[src/rtl/riscv_fetch_aligner.sv]
// Instruction prefetch buffer with RVC realignment: word fetches feed a small FIFO, and the
// aligner presents one complete 16/32-bit instruction per handshake.
module riscv_fetch_aligner #(
  parameter int unsigned DEPTH           = 4,
  parameter int unsigned MAX_OUTSTANDING = 2
) (
  input  logic        clk,
  input  logic        rst_n,
  input  logic        req_i,
  input  logic        branch_i,
  input  logic [31:0] branch_addr_i,
  input  logic        ready_i,
  output logic        valid_o,
  output logic [31:0] rdata_o,
  output logic [31:0] addr_o,
  output logic        is_compressed_o,
  output logic        err_o,
  output logic        instr_req_o,
  output logic [31:0] instr_addr_o,
  input  logic        instr_gnt_i,
  input  logic        instr_rvalid_i,
  input  logic [31:0] instr_rdata_i,
  input  logic        instr_err_i,
  output logic        busy_o
);

  localparam int unsigned PtrW = $clog2(DEPTH);
  localparam int unsigned CntW = PtrW + 1;

  typedef logic [CntW-1:0] cnt_t;
  typedef enum logic [0:0] {StIdle, StReq} state_e;

  state_e          state_q, state_d;
  logic [31:0]     fetch_addr_q, fetch_addr_d;
  logic [31:0]     req_addr_q, req_addr_d;
  cnt_t            outst_q, outst_d;
  cnt_t            discard_q, discard_d;
  cnt_t            cnt_q, cnt_d;
  logic [PtrW-1:0] rd_ptr_q, rd_ptr_d, wr_ptr_q, wr_ptr_d;
  logic            offset_q, offset_d;
  logic [31:0]     pc_q, pc_d;
  logic [31:0]     mem_data_q [DEPTH];
  logic            mem_err_q  [DEPTH];

  logic            gnt_acc, pend, rsp_keep, push, pop, fire, eligible, issue;
  logic            have0, have1, e0, e1, instr_ok, comp, ierr, need_pop;
  logic [31:0]     w0, w1, instr, base;
  logic [15:0]     hi;
  logic [CntW:0]   occ;
  logic            unused_bits;

  assign unused_bits = ^{branch_addr_i[0], w1[31:16]};

  assign gnt_acc  = (state_q == StReq) && instr_gnt_i;
  assign pend     = (state_q == StReq) && !instr_gnt_i;
  assign rsp_keep = instr_rvalid_i && (discard_q == '0);
  assign push     = rsp_keep && !branch_i;

  // Window onto the two oldest words; a response arriving this cycle acts as the tail so
  // data reaches the aligner with no added latency.
  always_comb begin
    w0    = '0;
    e0    = 1'b0;
    have0 = 1'b0;
    w1    = '0;
    e1    = 1'b0;
    have1 = 1'b0;
    if (cnt_q == '0) begin
      have0 = rsp_keep;
      w0    = instr_rdata_i;
      e0    = instr_err_i;
    end else begin
      have0 = 1'b1;
      w0    = mem_data_q[rd_ptr_q];
      e0    = mem_err_q[rd_ptr_q];
      if (cnt_q == cnt_t'(1)) begin
        have1 = rsp_keep;
        w1    = instr_rdata_i;
        e1    = instr_err_i;
      end else begin
        have1 = 1'b1;
        w1    = mem_data_q[rd_ptr_q + PtrW'(1)];
        e1    = mem_err_q[rd_ptr_q + PtrW'(1)];
      end
    end
  end

  always_comb begin
    hi       = w0[31:16];
    instr_ok = 1'b0;
    instr    = '0;
    comp     = 1'b0;
    ierr     = 1'b0;
    need_pop = 1'b0;
    if (!offset_q) begin
      instr_ok = have0;
      ierr     = e0;
      if (w0[1:0] != 2'b11) begin
        comp  = 1'b1;
        instr = {16'h0, w0[15:0]};
      end else begin
        instr    = w0;
        need_pop = 1'b1;
      end
    end else if (hi[1:0] != 2'b11) begin
      instr_ok = have0;
      comp     = 1'b1;
      instr    = {16'h0, hi};
      ierr     = e0;
      need_pop = 1'b1;
    end else begin
      instr    = {w1[15:0], hi};
      need_pop = 1'b1;
      // A faulting first half is reported at once; its second word may never come.
      if (have0 && e0) begin
        instr_ok = 1'b1;
        ierr     = 1'b1;
      end else begin
        instr_ok = have0 && have1;
        ierr     = e0 | e1;
      end
    end
  end

  assign valid_o         = instr_ok && !branch_i;
  assign rdata_o         = valid_o ? instr : '0;
  assign is_compressed_o = valid_o && comp;
  assign err_o           = valid_o && ierr;
  assign addr_o          = pc_q;
  assign fire            = valid_o && ready_i;
  assign pop             = fire && need_pop;
  assign instr_req_o     = (state_q == StReq);
  assign instr_addr_o    = req_addr_q;
  assign busy_o          = (outst_q != '0) || instr_req_o;

  always_comb begin
    outst_d   = outst_q + cnt_t'(gnt_acc) - cnt_t'(instr_rvalid_i);
    discard_d = discard_q;
    cnt_d     = cnt_q;
    rd_ptr_d  = rd_ptr_q;
    wr_ptr_d  = wr_ptr_q;
    pc_d      = pc_q;
    offset_d  = offset_q;
    if (instr_rvalid_i && (discard_q != '0)) discard_d = discard_q - cnt_t'(1);
    if (branch_i) begin
      // Everything in flight is stale, including a request still waiting for its grant.
      discard_d = outst_d + cnt_t'(pend);
      cnt_d     = '0;
      rd_ptr_d  = wr_ptr_q;
      pc_d      = {branch_addr_i[31:1], 1'b0};
      offset_d  = branch_addr_i[1];
    end else begin
      cnt_d    = cnt_q + cnt_t'(push) - cnt_t'(pop);
      rd_ptr_d = rd_ptr_q + PtrW'(pop);
      wr_ptr_d = wr_ptr_q + PtrW'(push);
      if (fire) begin
        pc_d = pc_q + (comp ? 32'd2 : 32'd4);
        if (comp) offset_d = !offset_q;
      end
    end
  end

  always_comb begin
    base         = branch_i ? {branch_addr_i[31:2], 2'b00} : fetch_addr_q;
    occ          = {1'b0, cnt_d} + {1'b0, outst_d};
    eligible     = req_i && (occ < (CntW+1)'(DEPTH)) && (outst_d < CntW'(MAX_OUTSTANDING));
    issue        = ((state_q == StIdle) || gnt_acc) && eligible;
    state_d      = state_q;
    req_addr_d   = req_addr_q;
    fetch_addr_d = base;
    if (issue) begin
      state_d      = StReq;
      req_addr_d   = base;
      fetch_addr_d = base + 32'd4;
    end else if ((state_q == StIdle) || gnt_acc) begin
      state_d = StIdle;
    end
  end

  always_ff @(posedge clk or negedge rst_n) begin
    if (!rst_n) begin
      state_q      <= StIdle;
      fetch_addr_q <= '0;
      req_addr_q   <= '0;
      outst_q      <= '0;
      discard_q    <= '0;
      cnt_q        <= '0;
      rd_ptr_q     <= '0;
      wr_ptr_q     <= '0;
      offset_q     <= 1'b0;
      pc_q         <= '0;
    end else begin
      state_q      <= state_d;
      fetch_addr_q <= fetch_addr_d;
      req_addr_q   <= req_addr_d;
      outst_q      <= outst_d;
      discard_q    <= discard_d;
      cnt_q        <= cnt_d;
      rd_ptr_q     <= rd_ptr_d;
      wr_ptr_q     <= wr_ptr_d;
      offset_q     <= offset_d;
      pc_q         <= pc_d;
    end
  end

  always_ff @(posedge clk) begin
    if (push) begin
      mem_data_q[wr_ptr_q] <= instr_rdata_i;
      mem_err_q[wr_ptr_q]  <= instr_err_i;
    end
  end

endmodule
[config.mk]
export PLATFORM = sky130hd
export DESIGN_NAME = riscv_fetch_aligner
export DESIGN_NICKNAME = d
export VERILOG_FILES = /design/src/rtl/riscv_fetch_aligner.sv
export SDC_FILE = /design/constraint.sdc
export NUM_CORES = 1
export LEC_CHECK = 0
export CAP_MARGIN = 20
export CORE_UTILIZATION = 55
export CTS_BUF_LIST = sky130_fd_sc_hd__clkbuf_16
export CTS_CLUSTER_SIZE = 12
export DETAILED_ROUTE_END_ITERATION = 6
export DONT_BUFFER_PORTS = 1
export GPL_ROUTABILITY_DRIVEN = 0
export PLACE_DENSITY_LB_ADDON = 0.15
export SKIP_CTS_REPAIR_TIMING = 1
export SYNTH_ARGS = -nofsm -noshare
export SYNTH_HDL_FRONTEND = slang
export SYNTH_SLANG_ARGS = --single-unit
export TNS_END_PERCENT = 5
[constraint.sdc]
create_clock -name clk -period 5.4 [get_ports clk]
set_clock_uncertainty 0.15 [all_clocks]
set_input_delay 0.81 -clock clk [delete_from_list [all_inputs] [get_ports clk]]
set_output_delay 0.81 -clock clk [all_outputs]
set_load 0.01 [all_outputs]
=== Word-level counts from Yosys, hierarchy flattened ===
Memory sizes are Yosys's and may differ from the RTL's.
Cells that the tools add are included.

* Add/subtract/negate cells: 12
* Order comparisons: 2
* Equality and inequality tests: 3
* Mux-type cells: 40
* Bitwise operators: 2
* Reduce and logical (&&, ||, !) cells: 29

{| class="wikitable"
|+ Operator list
! operator !! number
|-
| two-way mux 32 bit || 9
|-
| adder 32 x 3 -> 32 bit || 1
|-
| adder 32 x 3 -> 32 bit, second input constant || 1
|-
| two-way mux 16 bit || 2
|-
| two-way mux 1 bit || 24
|-
| logical AND 1 bit || 15
|-
| two-way mux 3 bit || 4
|-
| adder 3 x 1 -> 3 bit || 3
|-
| nonzero test 2 bit || 4
|-
| logical NOT 3 bit || 2
|-
| nonzero test 3 bit || 2
|-
| subtractor 3 x 1 -> 3 bit || 2
|-
| adder 2 x 1 -> 2 bit || 2
|-
| adder 3 x 3 -> 4 bit || 1
|-
| < comparator 4 x 3 -> 1 bit, second input constant || 1
|-
| != test 2 bit, second input constant || 2
|-
| == test 3 x 1 -> 1 bit, second input constant || 1
|-
| logical NOT 1 bit || 3
|-
| < comparator 3 x 2 -> 1 bit, second input constant || 1
|-
| subtractor 3 x 1 -> 3 bit, second input constant || 1
|-
| adder 2 x 1 -> 2 bit, second input constant || 1
|-
| logical OR 1 bit || 2
|-
| two-way mux 2 bit || 1
|-
| AND reduction 2 bit || 1
|-
| 2 further kinds || 2
|}

* Register bits: 111
* Memory bits (writable): 132
* Input bits: 72
* Logic and storage cells: 100
* Memories: 2

{| class="wikitable"
|+ Memories
! name !! words !! bits a word !! read ports !! clocked after Yosys merged registers in !! write ports !! RTL line !! source
|-
| mem_data_q || 4 || 32 || 2 || 0 || 1 || 42 || <nowiki>logic [31:0] mem_data_q [DEPTH];</nowiki>
|-
| mem_err_q || 4 || 1 || 2 || 0 || 1 || 43 || <nowiki>logic mem_err_q [DEPTH];</nowiki>
|}

=== Longest topological paths before layout ===
Gate-level depths: netlist of run 1.

* Word-level depth: 19
* Depth in mapped cells: 21

=== Worst setup path before layout of run 1 ===
No wires, ideal clock.

* Path kind: input to register
* Start: input port branch_i
* End: memory mem_data_q[2][0], enable pin
* Arrival time: 5.382 ns
* Slack: -0.649 ns
* Stages on the path: 6
* Buffers on the path: 5
* Cells stage by stage: buf_2 -> buf_4 -> clkbuf_1 -> clkbuf_1 -> clkbuf_1 -> nor4b_1

* Word-level cells in the longest chain between the ends: 4

{| class="wikitable"
|+ RTL lines
! element !! RTL line !! source
|-
| start: declaration || 10 || <nowiki>input logic branch_i,</nowiki>
|-
| logical NOT 1 bit || 57 || <nowiki>assign push = rsp_keep && !branch_i;</nowiki>
|-
| logical AND 1 bit || 57 ||
|-
| two-way mux 1 bit || 207 || <nowiki>if (push) begin</nowiki>
|-
| two-way mux 1 bit (not written as such) || 208 || <nowiki>mem_data_q[wr_ptr_q] <= instr_rdata_i;</nowiki>
|-
| end: declaration || 42 ||
|}

Every way passes these cells.

=== Worst setup path in the final report of run 1 ===
* Start: register rd_ptr_q[0]
* End: register fetch_addr_q[20]

* Word-level cells in the longest chain between the ends: 17
* Elaborated cells between the ends (all ways): 23
* Classes of those cells: add/sub (2); order compare (1); eq/ne (2); mux (9); reduce/logical (7); memory (2)

{| class="wikitable"
|+ RTL lines
! element !! RTL line !! source
|-
| start: declaration || 39 || <nowiki>logic [PtrW-1:0] rd_ptr_q, rd_ptr_d, wr_ptr_q, wr_ptr_d;</nowiki>
|-
| start signal: assignment || 199 || <nowiki>rd_ptr_q <= rd_ptr_d;</nowiki>
|-
| memory (4 x 1 bit) || n/a ||
|-
| two-way mux 1 bit || 68 || <nowiki>if (cnt_q == '0) begin</nowiki>
|-
| logical AND 1 bit || 115 || <nowiki>if (have0 && e0) begin</nowiki>
|-
| two-way mux 1 bit || 115 ||
|-
| two-way mux 1 bit || 105 || <nowiki>end else if (hi[1:0] != 2'b11) begin</nowiki>
|-
| two-way mux 1 bit || 95 || <nowiki>if (!offset_q) begin</nowiki>
|-
| logical AND 1 bit || 125 || <nowiki>assign valid_o = instr_ok && !branch_i;</nowiki>
|-
| logical AND 1 bit || 130 || <nowiki>assign fire = valid_o && ready_i;</nowiki>
|-
| [... 2 more ...] || n/a ||
|-
| two-way mux 3 bit * || 145 || <nowiki>if (branch_i) begin</nowiki>
|-
| net cnt_d[2] || 38 || <nowiki>cnt_t cnt_q, cnt_d;</nowiki>
|-
| adder 3 x 3 -> 4 bit * || 165 || <nowiki>occ = {1'b0, cnt_d} + {1'b0, outst_d};</nowiki>
|-
| < comparator 4 x 3 -> 1 bit * || 166 || <nowiki>eligible = req_i && (occ < (CntW+1)'(DEPTH)) && (outst_d < CntW'(MAX_OUTSTANDING));</nowiki>
|-
| logical AND 1 bit * (2 in a row) || 166 ||
|-
| logical AND 1 bit * || 167 || <nowiki>issue = ((state_q == StIdle) || gnt_acc) && eligible;</nowiki>
|-
| two-way mux 32 bit * || 171 || <nowiki>if (issue) begin</nowiki>
|-
| net fetch_addr_d[20] || 34 || <nowiki>logic [31:0] fetch_addr_q, fetch_addr_d;</nowiki>
|-
| end signal: assignment || 194 || <nowiki>fetch_addr_q <= fetch_addr_d;</nowiki>
|-
| end: declaration || 34 ||
|}

The timed path passes the listed nets; every way through them passes the cells marked *.
A chain may end at the register's enable or synchronous reset.

==> flow_summary.toml, run 1 <==
[run_status]
status = "finished clean"

[placement]
io_buffers = 0
dp_hpwl_um = 17600
place_area_um2 = 12300
dp_cells = 1227

[critical_path]
critPathMaxFanout = 9
critPathKind = "reg2reg"
cp.arrival_ns = 5.31
critPathCaptureType = "register"
cp-start-kind = "register"
worst-r2r-cell-count = 17
cp.required_ns = 5.65

[power_and_ir_drop]
clkPwrFrac_pct = 24.6
switching_power_mw = 2.19
power.share.switching_pct = 35.7
vdd_drop_max_uv = 289
p_comb_share_pct = 35.3
pwr_density_cell_nw_per_um2 = 470
p_seq_share_pct = 40.1
p_leak_nw = 4.81
p_int_mw = 3.95

[timing]
slew_headroom_pct = 40.0
drv_slew = 0
hold_violations = 0
setup_viol = 0
rsz0062_at_grt = "false"
period_needed_ns = 5.06
max_freq_ghz = 0.197
tightest_slew_ns = 0.900
period_share_pct = 93.8

[clock_network]
cts_tree = "done"
cts_buffers = 25
cts.clk_slew.worst_paths_ns = 0.06
clockBufferDepth = 3
root_buffer = "clkbuf_16"
htreeDepth = 1
cts.sinks = 242
insertion_delay_ns = 0.51

[drt]
post_drt_wl_per_cell_um = 20.9
viasPerCell = 6.03
drc = 0
drt_iter0_drc = 477
drtPass1Iterations = 5
routed_wl_um = 26500
vias = 7654
ant_nets = 0

[die]
initial_utilization_pct = 56.7
die_h_um = 150
pin_count = 173
core_um2 = 21200
num_rows = 53
die_area_um2 = 22500
dieWidth_um = 150

[synth]
seq_area_frac_synth_pct = 55.8
yosys_warnings = 0
synth_seq_cells = 242
syn_nets = 1075
yosysUniqueCellTypes = 63
synth_cells = 987
postSynth.asyncResetShare_pct = 45.5
synth_top_cell_area_share_pct = 32.9
yosysTopAreaCell = "edfxtp_1"
synth_edf_count = 132
synth_area_leaders = "edfxtp_1, dfrtp_1, mux4_2"
syn_area_um2 = 12000
ys.flop_type = "edfxtp_1"
syn_area_per_cell_um2 = 12.2

[cells_and_area]
drive_above_1_share_pct = 14.9
n_fill_cell = 1676
fin_nets = 1068
stdcell_area_um2 = 13100
areaGrowthSynthToFinish_pct = 8.53
num_antenna_cells = 0
layout.cells.non_filler = 1270

[global_routing]
antenna_found_initial = 0
grt_pass1_wl_um = 41800
grt_max_degree = 131
grt_use_total_pct = 24.2
overflow = 0
grt_pass1_vias = 7563

[hold_path]
hp-class = "in2async"

[job]
cap_violations = 0
## cells in the final DEF, fill, tap and decap left out, types with 3 or more instances in the layout
| master | instances |
|---|---|
| nor4_1 | 19 |
| fa_1 | 3 |
| nand3b_1 | 7 |
| mux2i_1 | 24 |
| mux2_2 | 27 |
| inv_1 | 30 |
| dfrtp_1 | 108 |
| xnor2_1 | 42 |
| and3b_1 | 3 |
| nand3_1 | 45 |
| clkinv_2 | 4 |
| nand2_1 | 137 |
| or3_1 | 4 |
| nand4b_1 | 3 |
| edfxtp_1 | 132 |
| clkbuf_16 | 25 |
| ha_1 | 13 |
| a211oi_1 | 6 |
| a22oi_1 | 15 |
| nand2b_1 | 5 |
| and3_1 | 6 |
| inv_2 | 4 |
| a21oi_1 | 45 |
| o21ai_1 | 22 |
| nor2b_1 | 8 |
| buf_4 | 24 |
| nor3_1 | 13 |
| mux4_2 | 50 |
| o21ai_0 | 32 |
| nor2_1 | 56 |
| xor2_1 | 21 |
| nand4_1 | 10 |
| mux2_1 | 6 |
## per-layer routing
layer	GRT usage (%)	up-vias	share of wire [%]
li1	-	3622	-
met1	31.7	3742	42
met2	38.2	256	46
met3	8.14	34	10
met4	7.02	0	2.2
met5	0	-	0
## power by group through the flow
| stage | Clock, mW | Sequential, mW | Combinational (mW) |
|---|---|---|---|
| 2_1_floorplan | 0 | 2.42 | 1.73 |
| 3_3_place_gp | 0 | 2.49 | 2.12 |
| 3_5_place_dp | 0 | 2.50 | 2.15 |
| 4_1_cts | 1.54 | 2.47 | 2.16 |
| 5_1_grt | 1.61 | 2.50 | 2.40 |
| 6_report | 1.51 | 2.46 | 2.17 |
## final cells by class
type / count / area, um^2 / share of cell area, %
clock buffer: 25 / 626 / 4.79
multi-input combinational: 665 / 5010 / 38.4
inverter: 21 / 78.8 / 0.604
tap: 275 / 344 / 2.64
clock inverter: 17 / 68.8 / 0.527
sequential: 242 / 6720 / 51.5
timing repair buffer: 25 / 208 / 1.59
## per-stage QoR
stage | utilization [%] | total power [mW] | hold slack [ns] | setup TNS (ns) | setup slack, ns
CTS | 61.4 | 6.16 | -0.182 | 0 | 0.275
detailed placement | 58.1 | 4.65 | 0.351 | 0 | 0.280
finish | 61.5 | 6.13 | 0.0974 | 0 | 0.335
floorplan | - | 4.15 | 0.316 | -12.04 | -0.365
global placement | 58.1 | 4.61 | 0.345 | 0 | 0.342
global route | 61.5 | 6.50 | 0.130 | 0 | 0.0114
## kinds of logic (layout without fill, tap and decap cells)
logic type | Yosys count | after routing | synth area share, %
muxes | 107 | 107 | 14.4
xor gates and xnor gates | 64 | 64 | 4.77
adders and majority gates | 16 | 16 | 1.85
buffers and inverters | 80 | 88 | 2.77
DFF | 242 | 242 | 55.8
AOI/OAI and AO/OA | 141 | 141 | 6.94
and+or+nand+nor | 336 | 336 | 13.4
other | 1 | 1 | 0.0312
## Yosys cell counts (4+ instances only)
cell / n
xnor2_1: 42
mux2_1: 6
dfrtp_1: 110
nor4_1: 20
nand2_1: 137
nand2b_1: 6
ha_1: 13
o21ai_1: 22
o21ai_0: 32
mux2i_1: 24
nor3_1: 14
nand4_1: 10
or3_1: 4
edfxtp_1: 132
buf_1: 7
buf_2: 8
mux2_2: 27
and3_1: 6
a22oi_1: 15
clkbuf_1: 40
inv_1: 20
nor2b_1: 8
mux4_2: 50
a211oi_1: 6
nor2_1: 57
nand3b_1: 7
nand3_1: 45
a21oi_1: 45
xor2_1: 21
## worst max-delay path, stage by stage, from the launching register on
cell	delay (ns)
dfrtp_2	0.53
mux4_2	0.57
nor3b_1	0.26
o2111ai_1	0.19
nand2_1	0.17
xnor2_1	0.14
ha_1	0.16
inv_1	0.04
fa_1	0.37
xnor2_1	0.14
nor2_1	0.13
ha_1	0.25
nor4b_1	0.28
nand4_1	0.26
nand4b_1	0.45
nor3_1	0.25
mux2_2	0.36
a311o_1	0.26
## flip-flops by register name (all words and copies together), names as in the netlist
| signal | flops |
|---|---|
| instr_addr_o | 32 |
| fetch_addr_q | 32 |
| wr_ptr_q | 2 |
| mem_data_q | 128 |
| outst_q | 3 |
| mem_err_q | 4 |
| instr_req_o | 1 |
| rd_ptr_q | 2 |
| offset_q | 1 |
| cnt_q | 3 |
| discard_q | 3 |
| addr_o | 31 |
## path summary, 6_finish.rpt
check | slack (ns) | startpoint | to
worst max register to register | 0.34 | rd_ptr_q[0]$_DFF_PN0_ | fetch_addr_q[20]$_DFF_PN0_
min in group clk | 0.23 | branch_i | fetch_addr_q[1]$_DFF_PN0_
worst max-delay path | 0.34 | rd_ptr_q[0]$_DFF_PN0_ | fetch_addr_q[20]$_DFF_PN0_
max in group asynchronous | 4.58 | rst_n | rd_ptr_q[1]$_DFF_PN0_
worst min-delay path | 0.1 | rst_n | instr_addr_o[5]$_DFFE_PN0P_
worst min register to register | 0.36 | fetch_addr_q[1]$_DFF_PN0_ | fetch_addr_q[1]$_DFF_PN0_
No activity file was read; power rests on OpenSTA's default activity.
==> inputs of run 2 (changes only) <==
clock period = 6.5 ns   (was 5.4 ns; I/O delays follow)
==> flow_summary.toml, run 2 (synthesis results as in run 1) <==
[drt]
drc = 0
routed_wl_um = 27100
ant_nets = 0
vias = 7799
post_drt_wl_per_cell_um = 21.3
viasPerCell = 6.14
drtPass1Iterations = 5
drt_iter0_drc = 534

[die]
initial_utilization_pct = 56.7
dieWidth_um = 150
die_h_um = 150
die_area_um2 = 22500
core_um2 = 21200
num_rows = 53
pin_count = 173

[cells_and_area]
top_register = "mem_data_q"
num_antenna_cells = 0
drive_above_1_share_pct = 14.5
final_core_util_pct = 61.8
areaGrowthSynthToFinish_pct = 8.99
final_common_cell = "nand2_1"
largest_reg_flops = 128
fin_nets = 1063
final_cell_mix = "nand2_1, edfxtp_1, dfrtp_1"
stdcell_area_um2 = 13100

[timing]
slew_headroom_pct = 40.5
hold_violations = 0
setup_tns_ns = 0
max_freq_ghz = 0.185
tightest_slew_ns = 0.884
rsz0062_at_grt = "false"
setup_viol = 0
period_needed_ns = 5.41
period_share_pct = 83.3
worst_slack_ns = 1.09
drv_slew = 0

[power_and_ir_drop]
vdd_drop_max_uv = 251
p_int_mw = 3.36
clkPwrFrac_pct = 25.9
pwr_density_cell_nw_per_um2 = 396
power.share.switching_pct = 35.4
switching_power_mw = 1.84
p_comb_share_pct = 34.2
p_leak_nw = 4.83
total_power_mw = 5.20
p_seq_share_pct = 39.9

[placement]
place_area_um2 = 12300
dp_hpwl_um = 17600
dp_worst_setup_slack_ns = 0.801
io_buffers = 0

[critical_path]
slowest_delay_ns = 0.64
cp-start-kind = "register"
critPathMaxFanout = 14
critPathKind = "reg2reg"
cp_slowest_cell = "dfrtp_2"
cp.arrival_ns = 5.67
worstPathCellList = "mux4_2, nor3b_1, o2111ai_1, buf_4, nand2_1, xnor2_1, ha_1, inv_1, fa_1, xnor2_1, nor2_1, ha_1, nor4b_1, nand4_1, nand4b_1, nor3_1, mux2_2, a311o_1"
critPathCaptureType = "register"
cp.required_ns = 6.75

[global_routing]
antenna_found_initial = 0
grt_use_total_pct = 24.4
grt_pass1_wl_um = 42000
overflow = 0
grt_pass1_vias = 7659
grt_max_degree = 131

[clock_network]
cts.clk_slew.worst_paths_ns = 0.06
root_buffer = "clkbuf_16"
cts_tree = "done"
cts.sinks = 242
cts_buffers = 26
insertion_delay_ns = 0.54
clockBufferDepth = 3
htreeDepth = 1

[hold_path]
hp-class = "in2async"

[run_status]
status = "finished clean"

[job]
cap_violations = 0
[run 2: area by class of cell]
cell class / count / area, um^2
clock buffer: 28 / 701
clock inverter: 20 / 82.6
fill: 1696 / 8110
inverter: 21 / 78.8
multi-input combinational: 665 / 5000
sequential: 242 / 6720
tap: 275 / 344
timing repair buffer: 19 / 183
[run 2: final timing paths]
kind / depth (start not counted) / slack (ns) / startpoint / end
min: 1 / 0.21 / rst_n / instr_addr_o[7]$_DFFE_PN0P_
min reg2reg: 1 / 0.37 / fetch_addr_q[1]$_DFF_PN0_ / fetch_addr_q[1]$_DFF_PN0_
min in group clk: 1 / 0.37 / fetch_addr_q[1]$_DFF_PN0_ / fetch_addr_q[1]$_DFF_PN0_
max in group asynchronous: 1 / 5.53 / rst_n / addr_o[29]$_DFFE_PN0P_
max reg2reg: 18 / 1.09 / rd_ptr_q[0]$_DFF_PN0_ / fetch_addr_q[20]$_DFF_PN0_
max: 18 / 1.09 / rd_ptr_q[0]$_DFF_PN0_ / fetch_addr_q[20]$_DFF_PN0_
[run 2: power by group through the flow]
stage                     sequential (mW)  combinational, mW  clock [mW]
final                                2.08               1.78        1.34
after global routing                 2.11               1.95        1.44
after CTS                            2.08               1.74        1.38
after detailed placement             2.11               1.74           0
after global placement               2.10               1.71           0
after floorplan                      2.01               1.44           0
[run 2: layer usage]
layer	share of wire (%)	GRT usage [%]	up-vias
li1	-	-	3613
met1	41	32.0	3841
met2	48	39.6	304
met3	10	7.47	41
met4	1.7	6.72	0
met5	0	0	-
[run 2: worst max-delay path: cells and delay by family (launching register included)]
| family | cells | cell delay, ns |
|---|---|---|
| compound gates | 2 | 0.43 |
| xor+xnor | 2 | 0.31 |
| flops | 1 | 0.64 |
| fa+ha+maj | 3 | 0.79 |
| simple gates | 7 | 1.78 |
| buf+inv | 2 | 0.26 |
| mux | 2 | 0.93 |
[run 2: per-stage QoR]
step | std cells | hold WS (ns)
2_1_floorplan | 987 | 0.316
3_3_place_gp | 1220 | 0.350
3_5_place_dp | 1220 | 0.355
4_1_cts | 1268 | -0.0332
5_1_grt | 1270 | 0.227
6_report | 1270 | 0.207
